## src/rtl/key_pkg.sv

```systemverilog
// Shared definitions for the keypad event buffer: capture FSM encoding,
// CPU register addresses and the accepted key-code range.
package key_pkg;

  typedef enum logic [1:0] {
    ST_IDLE    = 2'd0,
    ST_CAPT    = 2'd1,
    ST_CLR     = 2'd2,
    ST_WAIT_LO = 2'd3
  } state_t;

  localparam logic       ADDR_DATA   = 1'b0;
  localparam logic       ADDR_STATUS = 1'b1;
  localparam logic [3:0] KEY_MIN     = 4'd1;
  localparam logic [3:0] KEY_MAX     = 4'd8;

  // Width of the entry count as shown in the STATUS register.
  localparam int CNT_W = 5;

  function automatic logic key_valid(input logic [3:0] code);
    return (code >= KEY_MIN) && (code <= KEY_MAX);
  endfunction

endpackage

```

## src/rtl/key_event_buf_if.sv

```systemverilog
// CPU-side register bus of the keypad event buffer.
interface key_event_buf_if;
  logic       cs_i;
  logic       rd_i;
  logic       addr_i;
  logic [7:0] dat_o;
  logic       int_o;

  modport master (output cs_i, output rd_i, output addr_i, input dat_o, input int_o);
  modport slave  (input cs_i, input rd_i, input addr_i, output dat_o, output int_o);
endinterface

```

## src/rtl/key_fifo.sv

```systemverilog
// Synchronous key-code FIFO; a push into a full FIFO is taken only when a
// pop happens on the same edge.
module key_fifo
  import key_pkg::*;
#(
  parameter int DEPTH = 4
) (
  input  logic             clk_i,
  input  logic             rst_i,
  input  logic             push_i,
  input  logic             pop_i,
  input  logic [3:0]       din_i,
  output logic [3:0]       dout_o,
  output logic             full_o,
  output logic             empty_o,
  output logic [CNT_W-1:0] count_o
);

  localparam int AW = (DEPTH > 1) ? $clog2(DEPTH) : 1;

  logic [3:0]       mem_r [DEPTH];
  logic [AW-1:0]    wr_ptr_r;
  logic [AW-1:0]    rd_ptr_r;
  logic [CNT_W-1:0] count_r;
  logic             push_s;
  logic             pop_s;

  assign full_o  = (count_r == CNT_W'(DEPTH));
  assign empty_o = (count_r == {CNT_W{1'b0}});
  assign pop_s   = pop_i & ~empty_o;
  assign push_s  = push_i & (~full_o | pop_s);
  assign dout_o  = mem_r[rd_ptr_r];
  assign count_o = count_r;

  // Pointer and occupancy bookkeeping; DEPTH is a power of two so pointers wrap naturally.
  always_ff @(posedge clk_i or posedge rst_i) begin
    if (rst_i) begin
      wr_ptr_r <= {AW{1'b0}};
      rd_ptr_r <= {AW{1'b0}};
      count_r  <= {CNT_W{1'b0}};
    end else begin
      if (push_s) begin
        wr_ptr_r <= wr_ptr_r + AW'(1);
      end
      if (pop_s) begin
        rd_ptr_r <= rd_ptr_r + AW'(1);
      end
      count_r <= count_r + CNT_W'(push_s) - CNT_W'(pop_s);
    end
  end

  // Storage array, written on accepted pushes only.
  always_ff @(posedge clk_i) begin
    if (push_s) begin
      mem_r[wr_ptr_r] <= din_i;
    end
  end

endmodule

```

## src/rtl/key_event_buf.sv

```systemverilog
// Keypad event buffer: captures scanner key codes into a FIFO, pulses a clear
// request back to the scanner and exposes DATA/STATUS registers to the CPU.
module key_event_buf
  import key_pkg::*;
#(
  parameter int DEPTH   = 4,
  parameter int CLR_CYC = 256
) (
  input  logic            clk_i,
  input  logic            rst_i,
  input  logic [3:0]      key_i,
  input  logic            sta_i,
  output logic            clr_o,
  key_event_buf_if.slave  bus
);

  localparam int CW = $clog2(CLR_CYC);

  state_t           state_r, state_nxt_s;
  logic             sta_meta_r, sta_sync_r, sta_prev_r;
  logic [CW-1:0]    clr_cnt_r;
  logic             ovf_r, ovf_nxt_s;
  logic             clr_r, int_r;
  logic [7:0]       dat_r, dat_nxt_s;
  logic [3:0]       fifo_dout_s;
  logic             full_s, empty_s;
  logic [CNT_W-1:0] count_s, count_nxt_s;
  logic             rise_s, rd_data_s, rd_stat_s, capt_s, push_s, pop_s, ovf_set_s;

  assign rise_s    = sta_sync_r & ~sta_prev_r;
  assign rd_data_s = bus.cs_i & bus.rd_i & (bus.addr_i == ADDR_DATA);
  assign rd_stat_s = bus.cs_i & bus.rd_i & (bus.addr_i == ADDR_STATUS);
  assign capt_s    = (state_r == ST_CAPT) & key_valid(key_i);
  assign pop_s     = rd_data_s & ~empty_s;
  assign push_s    = capt_s & (~full_s | pop_s);
  assign ovf_set_s = capt_s & full_s & ~pop_s;
  // int_o is registered from post-edge occupancy so it drops on the read edge itself.
  assign count_nxt_s = count_s + CNT_W'(push_s) - CNT_W'(pop_s);

  key_fifo #(.DEPTH(DEPTH)) u_fifo (
    .clk_i   (clk_i),
    .rst_i   (rst_i),
    .push_i  (push_s),
    .pop_i   (pop_s),
    .din_i   (key_i),
    .dout_o  (fifo_dout_s),
    .full_o  (full_s),
    .empty_o (empty_s),
    .count_o (count_s)
  );

  // Capture FSM next-state logic.
  always_comb begin
    state_nxt_s = state_r;
    case (state_r)
      ST_IDLE:    if (rise_s) state_nxt_s = ST_CAPT; else state_nxt_s = ST_IDLE;
      ST_CAPT:    state_nxt_s = ST_CLR;
      ST_CLR:     if (clr_cnt_r == CW'(CLR_CYC - 1)) state_nxt_s = ST_WAIT_LO;
                  else state_nxt_s = ST_CLR;
      ST_WAIT_LO: if (!sta_sync_r) state_nxt_s = ST_IDLE; else state_nxt_s = ST_WAIT_LO;
      default:    state_nxt_s = ST_IDLE;
    endcase
  end

  // Overflow flag and read-data selection; a capture overflow beats a STATUS clear.
  always_comb begin
    ovf_nxt_s = ovf_r;
    dat_nxt_s = dat_r;
    if (ovf_set_s) begin
      ovf_nxt_s = 1'b1;
    end else if (rd_stat_s) begin
      ovf_nxt_s = 1'b0;
    end else begin
      ovf_nxt_s = ovf_r;
    end
    if (rd_data_s) begin
      if (empty_s) dat_nxt_s = 8'h00;
      else         dat_nxt_s = {4'b0000, fifo_dout_s};
    end else if (rd_stat_s) begin
      dat_nxt_s = {ovf_r, 2'b00, count_s};
    end else begin
      dat_nxt_s = dat_r;
    end
  end

  // State, synchroniser, CLR counter and registered outputs.
  always_ff @(posedge clk_i or posedge rst_i) begin
    if (rst_i) begin
      state_r    <= ST_IDLE;
      sta_meta_r <= 1'b0;
      sta_sync_r <= 1'b0;
      sta_prev_r <= 1'b0;
      clr_cnt_r  <= {CW{1'b0}};
      ovf_r      <= 1'b0;
      clr_r      <= 1'b0;
      dat_r      <= 8'h00;
      int_r      <= 1'b0;
    end else begin
      state_r    <= state_nxt_s;
      sta_meta_r <= sta_i;
      sta_sync_r <= sta_meta_r;
      sta_prev_r <= sta_sync_r;
      if (state_r == ST_CLR) clr_cnt_r <= clr_cnt_r + CW'(1);
      else                   clr_cnt_r <= {CW{1'b0}};
      ovf_r      <= ovf_nxt_s;
      clr_r      <= (state_nxt_s == ST_CLR);
      dat_r      <= dat_nxt_s;
      int_r      <= (count_nxt_s != {CNT_W{1'b0}}) | ovf_nxt_s;
    end
  end

  assign clr_o     = clr_r;
  assign bus.dat_o = dat_r;
  assign bus.int_o = int_r;

endmodule

```

## src/flat_wrapper.sv

```systemverilog
// flat-port wrapper written by rule: the top's interface ports become plain ports
module key_event_buf_flat import key_pkg::*;
#(
  parameter int DEPTH   = 4,
  parameter int CLR_CYC = 256
)
  (clk_i, rst_i, key_i, sta_i, clr_o, bus_cs_i, bus_rd_i, bus_addr_i, bus_dat_o, bus_int_o);
  key_event_buf_if bus_i ();
  input  logic clk_i;
  input  logic rst_i;
  input  logic [3:0] key_i;
  input  logic sta_i;
  output logic clr_o;
  input wire logic [$bits(bus_i.cs_i)-1:0] bus_cs_i;
  input wire logic [$bits(bus_i.rd_i)-1:0] bus_rd_i;
  input wire logic [$bits(bus_i.addr_i)-1:0] bus_addr_i;
  output wire logic [$bits(bus_i.dat_o)-1:0] bus_dat_o;
  output wire logic [$bits(bus_i.int_o)-1:0] bus_int_o;
  assign bus_i.cs_i = bus_cs_i;
  assign bus_i.rd_i = bus_rd_i;
  assign bus_i.addr_i = bus_addr_i;
  assign bus_dat_o = bus_i.dat_o;
  assign bus_int_o = bus_i.int_o;
  key_event_buf #(.DEPTH(DEPTH), .CLR_CYC(CLR_CYC)) u_core (.clk_i(clk_i), .rst_i(rst_i), .key_i(key_i), .sta_i(sta_i), .clr_o(clr_o), .bus(bus_i));
endmodule
```

## config.mk

```make
export PLATFORM = sky130hd
export DESIGN_NAME = key_event_buf_flat
export DESIGN_NICKNAME = d
export VERILOG_FILES = /design/src/rtl/key_pkg.sv /design/src/rtl/key_event_buf_if.sv /design/src/rtl/key_fifo.sv /design/src/rtl/key_event_buf.sv /design/src/flat_wrapper.sv
export SDC_FILE = /design/constraint.sdc
export NUM_CORES = 1
export LEC_CHECK = 0
export ABC_CLOCK_PERIOD_IN_PS = 9660
export CAP_MARGIN = 20
export CORE_AREA = 5 5 57 84
export DETAILED_ROUTE_END_ITERATION = 10
export DIE_AREA = 0 0 62 89
export PLACE_DENSITY = 0.91
export SLEW_MARGIN = 30
export SYNTH_ARGS = -nofsm -noshare
export SYNTH_HDL_FRONTEND = slang
export SYNTH_HIERARCHICAL = 1
export SYNTH_SLANG_ARGS = --single-unit
```

## constraint.sdc

```tcl
create_clock -name clk_i -period 9.66 [get_ports clk_i]
set_clock_uncertainty 0.1 [all_clocks]
set_input_delay 1.932 -clock clk_i [delete_from_list [all_inputs] [get_ports clk_i]]
set_output_delay 1.932 -clock clk_i [all_outputs]
set_load 0.02 [all_outputs]
```

# == Word-level counts from Yosys, hierarchy flattened ==
# Memories as Yosys holds them, arrays and structs flattened.
# Index checks and enable logic that the tools add are counted.
# classes
addsub,7
order_cmp,2
eq_ne,6
muxes,12
bitwise,19
n_reduce_logical,5
# op_table
op,count
8-bit two-way mux,3
1-bit AND,11
5-bit by 1-bit adder with 5-bit output,2
5-bit by 1-bit subtractor with 5-bit output,2
8-bit by 1-bit adder with 8-bit output (second input constant),1
8-bit equality test (second input constant),1
2-bit case mux with 4 select lines,1
2-bit equality test (second input constant),3
1-bit two-way mux,6
5-bit by 3-bit equality test with 1-bit output (second input constant),1
5-bit logical NOT,1
1-bit inverter,5
5-bit nonzero test,1
2-bit by 1-bit adder with 2-bit output (second input constant),2
4-bit by 1-bit >= comparator with 1-bit output (second input constant),1
4-bit <= comparator (second input constant),1
4-bit two-way mux,1
1-bit bitwise OR,3
2-bit by 1-bit equality test with 1-bit output (second input constant),1
2-bit logical NOT,1
2-bit two-way mux,1
2-bit nonzero test,1
1-bit logical AND,1
# totals
register_bits,33
ram_bits,16
inputBits,10
out_inout_bits,10
elab_cells,64
n_memories,1
# mem_list
memory,words,word_bits,rd,rd_clocked_by_memory_dff,wr,line,rtl
u_core.u_fifo.mem_r,4,4,1,0,1,key_fifo.sv:21,logic [3:0] mem_r [DEPTH];

# == Logic depth before layout (Yosys ltp) ==
# Gate-level depths: netlist (run 1).
# depth
ltp_word,9
depth_mapped,16
mapped_depth_nobuf,16

# == Hierarchy ==
# Netlist (run 1), hierarchy kept.
# by_module_without_submodules
mod,n_inst,cells_per_inst,area_per_inst_um2,seq_area_each_um2
key_fifo,1,73,1174.9,705.7
key_event_buf,1,120,1137.3,550.5

# == Worst setup path before layout (run 1) ==
# OpenSTA, ideal clock, no wires.
# synth_timing
path_kind,input to register
start,input bus_addr_i
end,"register u_core.int_r, in the netlist u_core/bus.int_o"
setup_ps,139
arrival_time_ps,3978
slack_ps,5443
path_stages,13
path_cell_list,buf_2 > nor2_1 > nand2_1 > nand2_1 > nand3_1 > ha_1 > inv_1 > ha_1 > fa_1 > a21o_1 > a21oi_1 > xnor2_1 > o2111ai_1
# synth_via
elab_chain_len,9
word_cells_on_any_way,14
cone_classes,add/sub: 2; mux: 2; bitwise: 9; reduce/logical: 1
# synth_lines
element,line,rtl
from (decl),flat_wrapper.sv:16,input wire logic [$bits(bus_i.addr_i)-1:0] bus_addr_i;
1-bit inverter,key_event_buf.sv:31,assign rd_data_s = bus.cs_i & bus.rd_i & (bus.addr_i == ADDR_DATA);
1-bit AND,key_event_buf.sv:31,
1-bit AND,key_event_buf.sv:34,assign pop_s = rd_data_s & ~empty_s;
1-bit bitwise OR,key_event_buf.sv:35,assign push_s = capt_s & (~full_s | pop_s);
1-bit AND,key_event_buf.sv:35,
5-bit by 1-bit adder with 5-bit output,key_event_buf.sv:38,assign count_nxt_s = count_s + CNT_W'(push_s) - CNT_W'(pop_s);
5-bit by 1-bit subtractor with 5-bit output,key_event_buf.sv:38,
5-bit nonzero test,key_event_buf.sv:108,int_r <= (count_nxt_s != {CNT_W{1'b0}}) | ovf_nxt_s;
1-bit bitwise OR *,key_event_buf.sv:108,
to (signal assigned),key_event_buf.sv:108,
to (decl),key_event_buf.sv:23,"logic clr_r, int_r;"
# Every way passes the cells marked *; elsewhere a longest branch is shown, timed or not.
# A chain may end at the register's enable or synchronous reset.

# == Worst setup path after layout (run 1) ==
# Same ends and word-level chain as after synthesis.

==> results of run 1 <==
==> worst register-to-register path: stages, from the launching register on <==
cell,delay [ns]
sky130_fd_sc_hd__dfrtp_1,0.46
sky130_fd_sc_hd__inv_1,0.11
sky130_fd_sc_hd__ha_1,0.18
sky130_fd_sc_hd__or4b_4,0.50
sky130_fd_sc_hd__inv_1,0.09
sky130_fd_sc_hd__nor2_1,0.07
sky130_fd_sc_hd__nand2_1,0.12
sky130_fd_sc_hd__inv_1,0.10
sky130_fd_sc_hd__ha_1,0.28
sky130_fd_sc_hd__inv_1,0.04
sky130_fd_sc_hd__ha_1,0.19
sky130_fd_sc_hd__fa_1,0.40
sky130_fd_sc_hd__a21o_1,0.20
sky130_fd_sc_hd__a21oi_1,0.17
sky130_fd_sc_hd__xnor2_1,0.14
sky130_fd_sc_hd__o2111ai_1,0.12
==> metrics by stage <==
step | power (mW) | setup slack, ns | instances | cell area (um^2)
after global placement | 0.547 | 4.92 | 250 | 2510
after floorplan | 0.490 | 5.44 | 194 | 2320
final | 0.676 | 5.11 | 258 | 2600
after detailed placement | 0.567 | 4.81 | 250 | 2510
after global routing | 0.731 | 4.90 | 258 | 2600
after CTS | 0.685 | 5.13 | 258 | 2600
==> cells in the final DEF, fill, tap and decap left out, drive strengths merged, types with 5 or more instances in the layout <==
cell type	Yosys	layout
and2	6	6
nor2	18	18
xor2	9	9
edfxtp	16	16
a21oi	8	8
nand2	13	13
inv	18	17
nand3	8	8
dfrtp	31	31
clkbuf	2	5
xnor2	7	7
clkdlybuf4s50	0	17
ha	16	16
==> cells by family after synthesis <==
logic type	count (synthesis)
fa+ha+maj	18
mux	5
buf+inv	24
compound gates	23
other cells	1
flops	47
simple gates	59
xor+xnor	16
==> report_power, final <==
group	internal (mW)	switching (mW)	leakage, nW
registers	0.248	0.0553	0.522
clock network	0.0504	0.0644	0.0418
logic	0.130	0.129	0.560
==> cell type report <==
type	instances	area share [%]
inverters	18	2.60
clock inverters	3	0.771
repair buffers	17	6.55
clock buffers	5	2.65
flip-flops and latches	47	48.4
multi-input cells	123	36.9
well taps	45	2.17
==> path summary, 6_finish.rpt <==
check                      slack (ns)  cells past startpoint                      from                         to
min in group asynchronous        1.83                      2                     rst_i  u_core/u_fifo/rd_ptr_r[1]
hold / removal                   0.25                      0         u_core/sta_meta_r          u_core/sta_sync_r
max in group asynchronous        7.18                      2                     rst_i               u_core/clr_o
setup / recovery                 5.11                     13                bus_addr_i           u_core/bus.int_o
setup reg to reg                 6.27                     15  u_core/u_fifo/count_o[3]           u_core/bus.int_o
hold reg to reg                  0.25                      0         u_core/sta_meta_r          u_core/sta_sync_r
==> state kept, by name, summed over array words and instances, names as in the netlist, 2 cells and up <==
name / count
u_core/u_fifo/wr_ptr_r: 2
u_core/state_r: 2
u_core/bus.dat_o: 6
u_core/u_fifo/rd_ptr_r: 2
u_core/u_fifo/mem_r: 16
u_core/clr_cnt_r: 8
u_core/u_fifo/count_o: 5
==> metal layers <==
| metal | vias to the layer above | wire, um | GRT usage (%) |
|---|---|---|---|
| li1 | 693 | - | - |
| met1 | 707 | 1460 | 16.4 |
| met2 | 25 | 2460 | 33.6 |
| met3 | 17 | 126 | 4.48 |
| met4 | 0 | 153 | 10.2 |
| met5 | - | 0 | 0 |
==> results.py, run 1 <==
metrics = {
    "outcome": {
        "run_status": "completed",
    },
    "timing": {
        "finalSetupViolCount": 0,
        "holdWs_ns": 0.252,
        "timing.slew.headroom_pct": 47.8,
        "fin_crit_ns": 4.55,
        "layout_worst_path_cycle_share_pct": 47.1,
        "grt_setup_unrepaired": "false",
        "final.setup.tns_ns": 0,
        "worst-slew-pin-transition_ns": 0.778,
        "achievable-frequency_mhz": 220,
        "slew_violations": 0,
        "timing.final.hold_violations": 0,
    },
    "drt": {
        "post_drt_via_cell_ratio": 5.59,
        "routed-via-count": 1442,
        "wirelength_um": 4200,
        "first_pass_iters": 4,
        "detail_route.wl_per_cell_um": 16.3,
        "detail_route.drc_violations": 0,
        "drt.antenna.violating_nets": 0,
        "initialDrtViolationCount": 38,
    },
    "clock_network": {
        "clock_latency_ns": 0.30,
        "path_clk_slew_ns": 0.08,
        "cts-root-buf": "sky130_fd_sc_hd__clkbuf_8",
        "clockBufferDepth": 2,
        "postCtsResizedCells": 0,
        "htree_num_levels": 2,
        "tritoncts_num_sinks": 47,
        "numCtsBuffers": 5,
        "post_cts_setup_repair_bufs": 0,
        "cts_tree": "built",
        "holdBufCountCts": 0,
    },
    "placed_design": {
        "dp_hpwl_um": 3310,
        "io_buffer_count": 17,
        "gp_routability_congestion": 0.766,
    },
    "synthesis": {
        "synth_area_leaders": "sky130_fd_sc_hd__dfrtp_1, sky130_fd_sc_hd__edfxtp_1, sky130_fd_sc_hd__ha_1, sky130_fd_sc_hd__mux4_2, sky130_fd_sc_hd__xor2_1",
        "yosys.area_share.simple_pct": 13.7,
        "synth_top_family_by_area": "simple AND/OR/NAND/NOR gates",
        "asyncSetResetFlopFracSynth_pct": 66.0,
        "post_synth.cell_area_avg_um2": 12.0,
        "post_synth_fa_ha_maj_area_fraction_pct": 10.4,
        "synth_ff_type": "sky130_fd_sc_hd__dfrtp_1",
        "synthesis.area_mm2": 0.00231,
        "synth_cell_type_count": 37,
        "synth_seq_cells": 47,
        "synth_edf_count": 16,
        "yosysSeqAreaShare_pct": 54.3,
        "synth.area.mux_share_pct": 4.38,
        "netlist.top_cell.by_area": "sky130_fd_sc_hd__dfrtp_1",
        "yosysMostFrequentCell": "sky130_fd_sc_hd__dfrtp_1",
        "synth.top_cells.by_count": "sky130_fd_sc_hd__dfrtp_1, sky130_fd_sc_hd__inv_1, sky130_fd_sc_hd__nor2_1",
        "yosys.area_share.xor_xnor_pct": 6.06,
        "synth_top_cell_area_share_pct": 33.5,
        "synth_warnings": 6,
        "syn_inst": 193,
        "share_of_the_synthesized_area_in_compound_gates_ao_oa_aoi_oai_pct": 6.60,
    },
    "layout": {
        "multiInputGateArea_um2": 958,
        "final_net_count": 240,
        "fillerInstances": 300,
        "final_layout_size_suffix_gt1_share_pct": 8.92,
        "area_growth_syn_to_layout_pct": 12.3,
        "finalCoreUtilization_pct": 66.2,
        "seq_area_mm2": 0.00126,
        "n_antenna_cell": 0,
    },
    "grt": {
        "grt_start_max_net_pins": 23,
        "tot_gr_track_use_pct": 17.9,
        "initial_antenna_violation_count": 0,
        "number_of_global_route_vias_before_repair": 1577,
        "grt_pass1_wl_um": 7020,
        "global_route.overflow_total": 0,
    },
    "setup_path": {
        "setup.worst_path.end_class": "flop",
        "critical_path_class": "in -> reg",
        "critical_path_arrival_ns": 4.62,
        "wp_buf_inv": 2,
        "cp_slowest_stage_delay_ns": 0.55,
        "critical-path-top-delay-family": "adder cells",
        "slowest_stage": "sky130_fd_sc_hd__clkdlybuf4s50_1",
        "critPathRequiredTime_ns": 9.73,
        "ordered_list_of_cells_on_the_worst_path": "clkdlybuf4s50_1 -> nor2_1 -> nand2_1 -> nand2_1 -> nand3_1 -> ha_1 -> inv_1 -> ha_1 -> fa_1 -> a21o_1 -> a21oi_1 -> xnor2_1 -> o2111ai_1",
        "critical_path.startpoint_type": "input pin",
        "worst-path-max-fanout": 9,
    },
    "floorplanning": {
        "rows": 28,
        "dieHeight_um": 89,
        "initial_utilization_pct": 58.9,
        "io_pins": 20,
        "die_x_um": 62,
        "die_area_mm2": 0.00552,
        "core_mm2": 0.00392,
    },
    "pwr": {
        "power.density_mw_per_mm2": 260,
        "max-vdd-ir-drop_v": 0.000156,
        "static-leakage-power_nw": 1.12,
    },
    "flow_run": {
        "maxCapViolations": 0,
    },
    "min_path": {
        "type_of_the_worst_min_delay_path": "reg -> reg",
    },
}
(Power assumes the default switching activity.)
==> run 2, diff against run 1 <==
- ABC_CLOCK_PERIOD_IN_PS: 9660 -> 4500
- CORE_AREA: 5 5 57 84 -> 5 5 59 87
- DIE_AREA: 0 0 62 89 -> 0 0 64 92
- PLACE_DENSITY: 0.91 -> 0.86
- clock period: 9.66 -> 4.5 ns (I/O delays scaled with it)
==> results.py, run 2 (synthesis gave the netlist of run 1 again) <==
metrics = {
    "drt": {
        "routed-via-count": 1406,
        "wirelength_um": 3830,
        "drt.antenna.violating_nets": 0,
        "first_pass_iters": 4,
        "post_drt_via_cell_ratio": 5.43,
        "initialDrtViolationCount": 65,
        "detail_route.drc_violations": 0,
        "detail_route.wl_per_cell_um": 14.8,
    },
    "layout": {
        "area_growth_syn_to_layout_pct": 12.7,
        "layout.cells.most_common_list": "sky130_fd_sc_hd__dfrtp_1, sky130_fd_sc_hd__nor2_1, sky130_fd_sc_hd__clkdlybuf4s50_1, sky130_fd_sc_hd__inv_1",
        "n_antenna_cell": 0,
        "layoutNonFillerInstCount": 259,
        "final_net_count": 240,
        "post-route-cell-area_mm2": 0.00261,
        "final_layout_size_suffix_gt1_share_pct": 9.39,
        "largest_register_ffs": 16,
        "layout_commonest_cell": "sky130_fd_sc_hd__dfrtp_1",
        "max_flop_register": "u_core/u_fifo/mem_r",
    },
    "clock_network": {
        "numCtsBuffers": 5,
        "postCtsResizedCells": 0,
        "path_clk_slew_ns": 0.09,
        "clock_latency_ns": 0.30,
        "clockBufferDepth": 2,
        "htree_num_levels": 2,
        "cts-root-buf": "sky130_fd_sc_hd__clkbuf_8",
        "cts_tree": "built",
        "post_cts_setup_repair_bufs": 0,
        "holdBufCountCts": 0,
        "tritoncts_num_sinks": 47,
    },
    "placed_design": {
        "place_ws_ns": 0.650,
        "placed_area_mm2": 0.00251,
        "io_buffer_count": 17,
        "gp_routability_congestion": 0.772,
        "placed_cells_incl_taps": 251,
        "dp_hpwl_um": 3040,
    },
    "floorplanning": {
        "die_x_um": 64,
        "io_pins": 20,
        "dieHeight_um": 92,
        "rows": 29,
        "initial_utilization_pct": 54.5,
        "core_mm2": 0.00425,
        "die_area_mm2": 0.00589,
    },
    "outcome": {
        "run_status": "completed",
    },
    "grt": {
        "grt_start_max_net_pins": 23,
        "grt_pass1_wl_um": 6710,
        "initial_antenna_violation_count": 0,
        "global_route.overflow_total": 0,
        "number_of_global_route_vias_before_repair": 1515,
        "tot_gr_track_use_pct": 14.5,
    },
    "setup_path": {
        "setup.worst_path.end_class": "flop",
        "critical_path_arrival_ns": 3.62,
        "cp_slowest_stage_delay_ns": 0.55,
        "worst-path-max-fanout": 9,
        "ordered_list_of_cells_on_the_worst_path": "clkdlybuf4s50_1 -> nor2_1 -> nand2_1 -> nand2_1 -> nand3_1 -> ha_1 -> inv_1 -> ha_1 -> fa_1 -> a21o_1 -> a21oi_1 -> xnor2_1 -> o2111ai_1",
        "critical-path-top-delay-family": "adder cells",
        "wp_buf_inv": 2,
        "critical_path.startpoint_type": "input pin",
        "slowest_stage": "sky130_fd_sc_hd__clkdlybuf4s50_1",
        "critPathRequiredTime_ns": 4.57,
        "critical_path_class": "in -> reg",
    },
    "timing": {
        "layout_worst_path_cycle_share_pct": 78.8,
        "grt_setup_unrepaired": "false",
        "final.setup.worst_slack_ns": 0.955,
        "worst-slew-pin-transition_ns": 0.762,
        "final.setup.tns_ns": 0,
        "achievable-frequency_mhz": 282,
        "slew_violations": 0,
        "timing.slew.headroom_pct": 48.9,
        "fin_crit_ns": 3.55,
        "timing.final.hold_violations": 0,
        "finalSetupViolCount": 0,
    },
    "pwr": {
        "static-leakage-power_nw": 1.13,
        "max-vdd-ir-drop_v": 0.000423,
        "power.density_mw_per_mm2": 558,
        "total_power_mw": 1.46,
    },
    "min_path": {
        "type_of_the_worst_min_delay_path": "reg -> reg",
    },
    "flow_run": {
        "maxCapViolations": 0,
    },
}
[run 2: changes by cell type in the layout (fill, tap and decap cells not counted), sizes merged]
cell and change:
clkinv -2, inv +2
[run 2: metrics by stage]
stage / hold slack (ns) / util [%]
final: 0.281 / 61.4
after global routing: 0.286 / 61.4
after CTS: 0.284 / 61.4
after detailed placement: 0.263 / 59.1
after global placement: 0.241 / 59.1
after floorplan: 0.231 / -
[run 2: final timing paths]
kind                                               start                        end  slack, ns  cells past startpoint
worst min-delay path                   u_core/sta_meta_r          u_core/sta_sync_r       0.28                      0
worst max-delay path                          bus_addr_i           u_core/bus.int_o       0.95                     13
worst min register to register         u_core/sta_meta_r          u_core/sta_sync_r       0.28                      0
min in group asynchronous                          rst_i  u_core/u_fifo/wr_ptr_r[1]       0.79                      2
worst max register to register  u_core/u_fifo/count_o[3]           u_core/bus.int_o       1.10                     15
max in group asynchronous                          rst_i        u_core/bus.dat_o[2]       3.07                      2
[run 2: cell type report]
cell class / instances / area, um^2
fill: 339 / 1640
sequential: 47 / 1260
tap: 46 / 57.6
inverter: 18 / 67.6
timing repair buffer: 17 / 170
clock buffer: 5 / 68.8
clock inverter: 3 / 27.5
multi-input combinational: 123 / 958
[run 2: worst register-to-register path, stage by stage (launching register included)]
cell	delay [ns]
sky130_fd_sc_hd__dfrtp_1	0.46
sky130_fd_sc_hd__inv_1	0.11
sky130_fd_sc_hd__ha_1	0.17
sky130_fd_sc_hd__or4b_4	0.48
sky130_fd_sc_hd__inv_1	0.11
sky130_fd_sc_hd__nor2_1	0.08
sky130_fd_sc_hd__nand2_1	0.13
sky130_fd_sc_hd__inv_1	0.10
sky130_fd_sc_hd__ha_1	0.28
sky130_fd_sc_hd__inv_1	0.04
sky130_fd_sc_hd__ha_1	0.20
sky130_fd_sc_hd__fa_1	0.40
sky130_fd_sc_hd__a21o_1	0.19
sky130_fd_sc_hd__a21oi_1	0.17
sky130_fd_sc_hd__xnor2_1	0.13
sky130_fd_sc_hd__o2111ai_1	0.13
[run 2: metal layers]
metal	track usage [%]	part of all wire (%)
met1	15.5	38
met2	26.8	57
met3	3.30	3.2
met4	5.72	1.8
met5	0	0
[run 2: power by group]
part           switching (mW)  total [mW]  leakage [nW]  internal, mW
clock                   0.150       0.265        0.0467         0.115
sequential              0.113       0.645         0.522         0.532
combinational           0.268       0.545         0.560         0.277
==> run 3, diff against run 2 <==
- ABC_CLOCK_PERIOD_IN_PS: 4500 -> 3600
- clock period: 4.5 -> 3.6 ns (I/O delays scaled with it)
==> results.py, run 3 (synthesis gave the netlist of run 1 again) <==
metrics = {
    "setup_path": {
        "wp_buf_inv": 4,
        "r2r-end": "u_core/bus.int_o",
        "cp-startpoint": "u_core/u_fifo/count_o[2]",
        "critical_path_class": "reg -> reg",
        "ordered_list_of_cells_on_the_worst_path": "inv_1 -> ha_1 -> or4b_4 -> inv_1 -> nor2_1 -> nand2_1 -> inv_1 -> ha_1 -> inv_1 -> ha_1 -> fa_1 -> a21o_1 -> a21oi_2 -> xnor2_1 -> o2111ai_1",
        "critPathRequiredTime_ns": 3.65,
        "critPathCapture": "u_core/bus.int_o",
        "critical-path-top-delay-family": "adder cells",
        "cp_slowest_stage_delay_ns": 0.48,
        "critical_path_arrival_ns": 3.47,
        "critical_path.startpoint_type": "flop",
        "slowest_stage": "sky130_fd_sc_hd__or4b_4",
        "timing.reg2reg.setup_slack_ns": 0.18,
        "setup.worst_path.end_class": "flop",
        "worst_r2r_startpoint": "u_core/u_fifo/count_o[2]",
        "worst-path-max-fanout": 5,
        "crit_cells": 15,
        "r2r_depth": 15,
        "crit_top_cell": "sky130_fd_sc_hd__inv_1",
    },
    "layout": {
        "area_growth_syn_to_layout_pct": 14.1,
        "fillerInstances": 313,
        "final_layout_size_suffix_gt1_share_pct": 12.0,
        "max_flop_register": "u_core/u_fifo/mem_r",
        "seq_area_mm2": 0.00126,
        "layout_commonest_cell": "sky130_fd_sc_hd__dfrtp_1",
        "final_net_count": 244,
        "largest_register_ffs": 16,
        "layout.cells.most_common_list": "sky130_fd_sc_hd__dfrtp_1, sky130_fd_sc_hd__inv_1, sky130_fd_sc_hd__nor2_1, sky130_fd_sc_hd__clkdlybuf4s50_1",
        "multiInputGateArea_um2": 962,
        "n_antenna_cell": 0,
    },
    "timing": {
        "grt_setup_unrepaired": "false",
        "slew_violations": 0,
        "achievable-frequency_mhz": 292,
        "timing.final.hold_violations": 0,
        "final.setup.tns_ns": 0,
        "holdWs_ns": 0.252,
        "finalSetupViolCount": 0,
        "layout_worst_path_cycle_share_pct": 95.0,
        "fin_crit_ns": 3.42,
        "worst-slew-pin-transition_ns": 0.845,
        "timing.slew.headroom_pct": 43.6,
    },
    "pwr": {
        "power.density_mw_per_mm2": 697,
        "total_power_mw": 1.84,
        "static-leakage-power_nw": 1.15,
        "max-vdd-ir-drop_v": 0.000473,
    },
    "placed_design": {
        "io_buffer_count": 17,
        "gp_routability_congestion": 0.891,
        "dp_hpwl_um": 3020,
    },
    "grt": {
        "grt_start_max_net_pins": 23,
        "number_of_global_route_vias_before_repair": 1510,
        "global_route.overflow_total": 0,
        "initial_antenna_violation_count": 0,
        "tot_gr_track_use_pct": 14.3,
        "grt_pass1_wl_um": 6640,
    },
    "outcome": {
        "run_status": "completed",
    },
    "drt": {
        "initialDrtViolationCount": 54,
        "post_drt_via_cell_ratio": 5.37,
        "first_pass_iters": 4,
        "detail_route.drc_violations": 0,
        "detail_route.wl_per_cell_um": 14.8,
        "routed-via-count": 1411,
        "drt.antenna.violating_nets": 0,
        "wirelength_um": 3900,
    },
    "floorplanning": {
        "initial_utilization_pct": 54.5,
        "core_mm2": 0.00425,
        "io_pins": 20,
        "die_area_mm2": 0.00589,
        "die_x_um": 64,
        "rows": 29,
        "dieHeight_um": 92,
    },
    "clock_network": {
        "cts-root-buf": "sky130_fd_sc_hd__clkbuf_8",
        "clock_latency_ns": 0.29,
        "clockBufferDepth": 2,
        "post_cts_setup_repair_bufs": 0,
        "path_clk_slew_ns": 0.08,
        "tritoncts_num_sinks": 47,
        "cts_tree": "built",
        "htree_num_levels": 2,
        "numCtsBuffers": 5,
    },
    "min_path": {
        "type_of_the_worst_min_delay_path": "reg -> reg",
    },
    "flow_run": {
        "maxCapViolations": 0,
    },
}
-- run 3: worst min-delay path by stage --
stage | startpoint | end | slack (ns) | depth (start not counted)
after floorplan | u_core/sta_meta_r | u_core/sta_sync_r | 0.23 | 0
after global placement | u_core/sta_meta_r | u_core/sta_sync_r | 0.23 | 0
after detailed placement | u_core/sta_meta_r | u_core/sta_sync_r | 0.23 | 0
after CTS | u_core/sta_meta_r | u_core/sta_sync_r | 0.25 | 0
after global routing | u_core/sta_meta_r | u_core/sta_sync_r | 0.28 | 0
final | u_core/sta_meta_r | u_core/sta_sync_r | 0.25 | 0
-- run 3: report_power, final --
group / total [mW] / leakage, nW / switching, mW / internal, mW
clock: 0.314 / 0.0482 / 0.159 / 0.155
sequential: 0.797 / 0.520 / 0.129 / 0.668
combinational: 0.728 / 0.583 / 0.368 / 0.360
-- run 3: metal layers --
metal / routed length [um] / track usage (%) / part of all wire (%)
met1: 1500 / 14.9 / 38
met2: 2210 / 27.0 / 57
met3: 136 / 3.30 / 3.5
met4: 57 / 5.20 / 1.5
met5: 0 / 0 / 0
-- run 3: final cells by class --
| cell class | count | share of cell area, % |
|---|---|---|
| sequential | 47 | 47.7 |
| timing repair buffer | 21 | 7.59 |
| clock buffer | 7 | 3.27 |
| multi-input combinational | 123 | 36.5 |
| clock inverter | 1 | 0.190 |
| inverter | 18 | 2.56 |
| tap | 46 | 2.18 |
-- run 3: what timing repair did --
action | in CTS | in global routing
endpoints found under the setup margin | 0 | 1
resized for setup | 0 | 3
hold buffers | 0 | 0
-- run 3: per-stage QoR --
step           cell area, um^2  worst slack, ns  utilization [%]  std cells
2_1_floorplan             2320            0.524                -        194
5_1_grt                   2640           0.0451             62.1        263
3_3_place_gp              2540            0.169             59.8        255
6_report                  2640            0.178             62.1        263
4_1_cts                   2630            0.147             62.0        263
3_5_place_dp              2540           0.0265             59.8        255
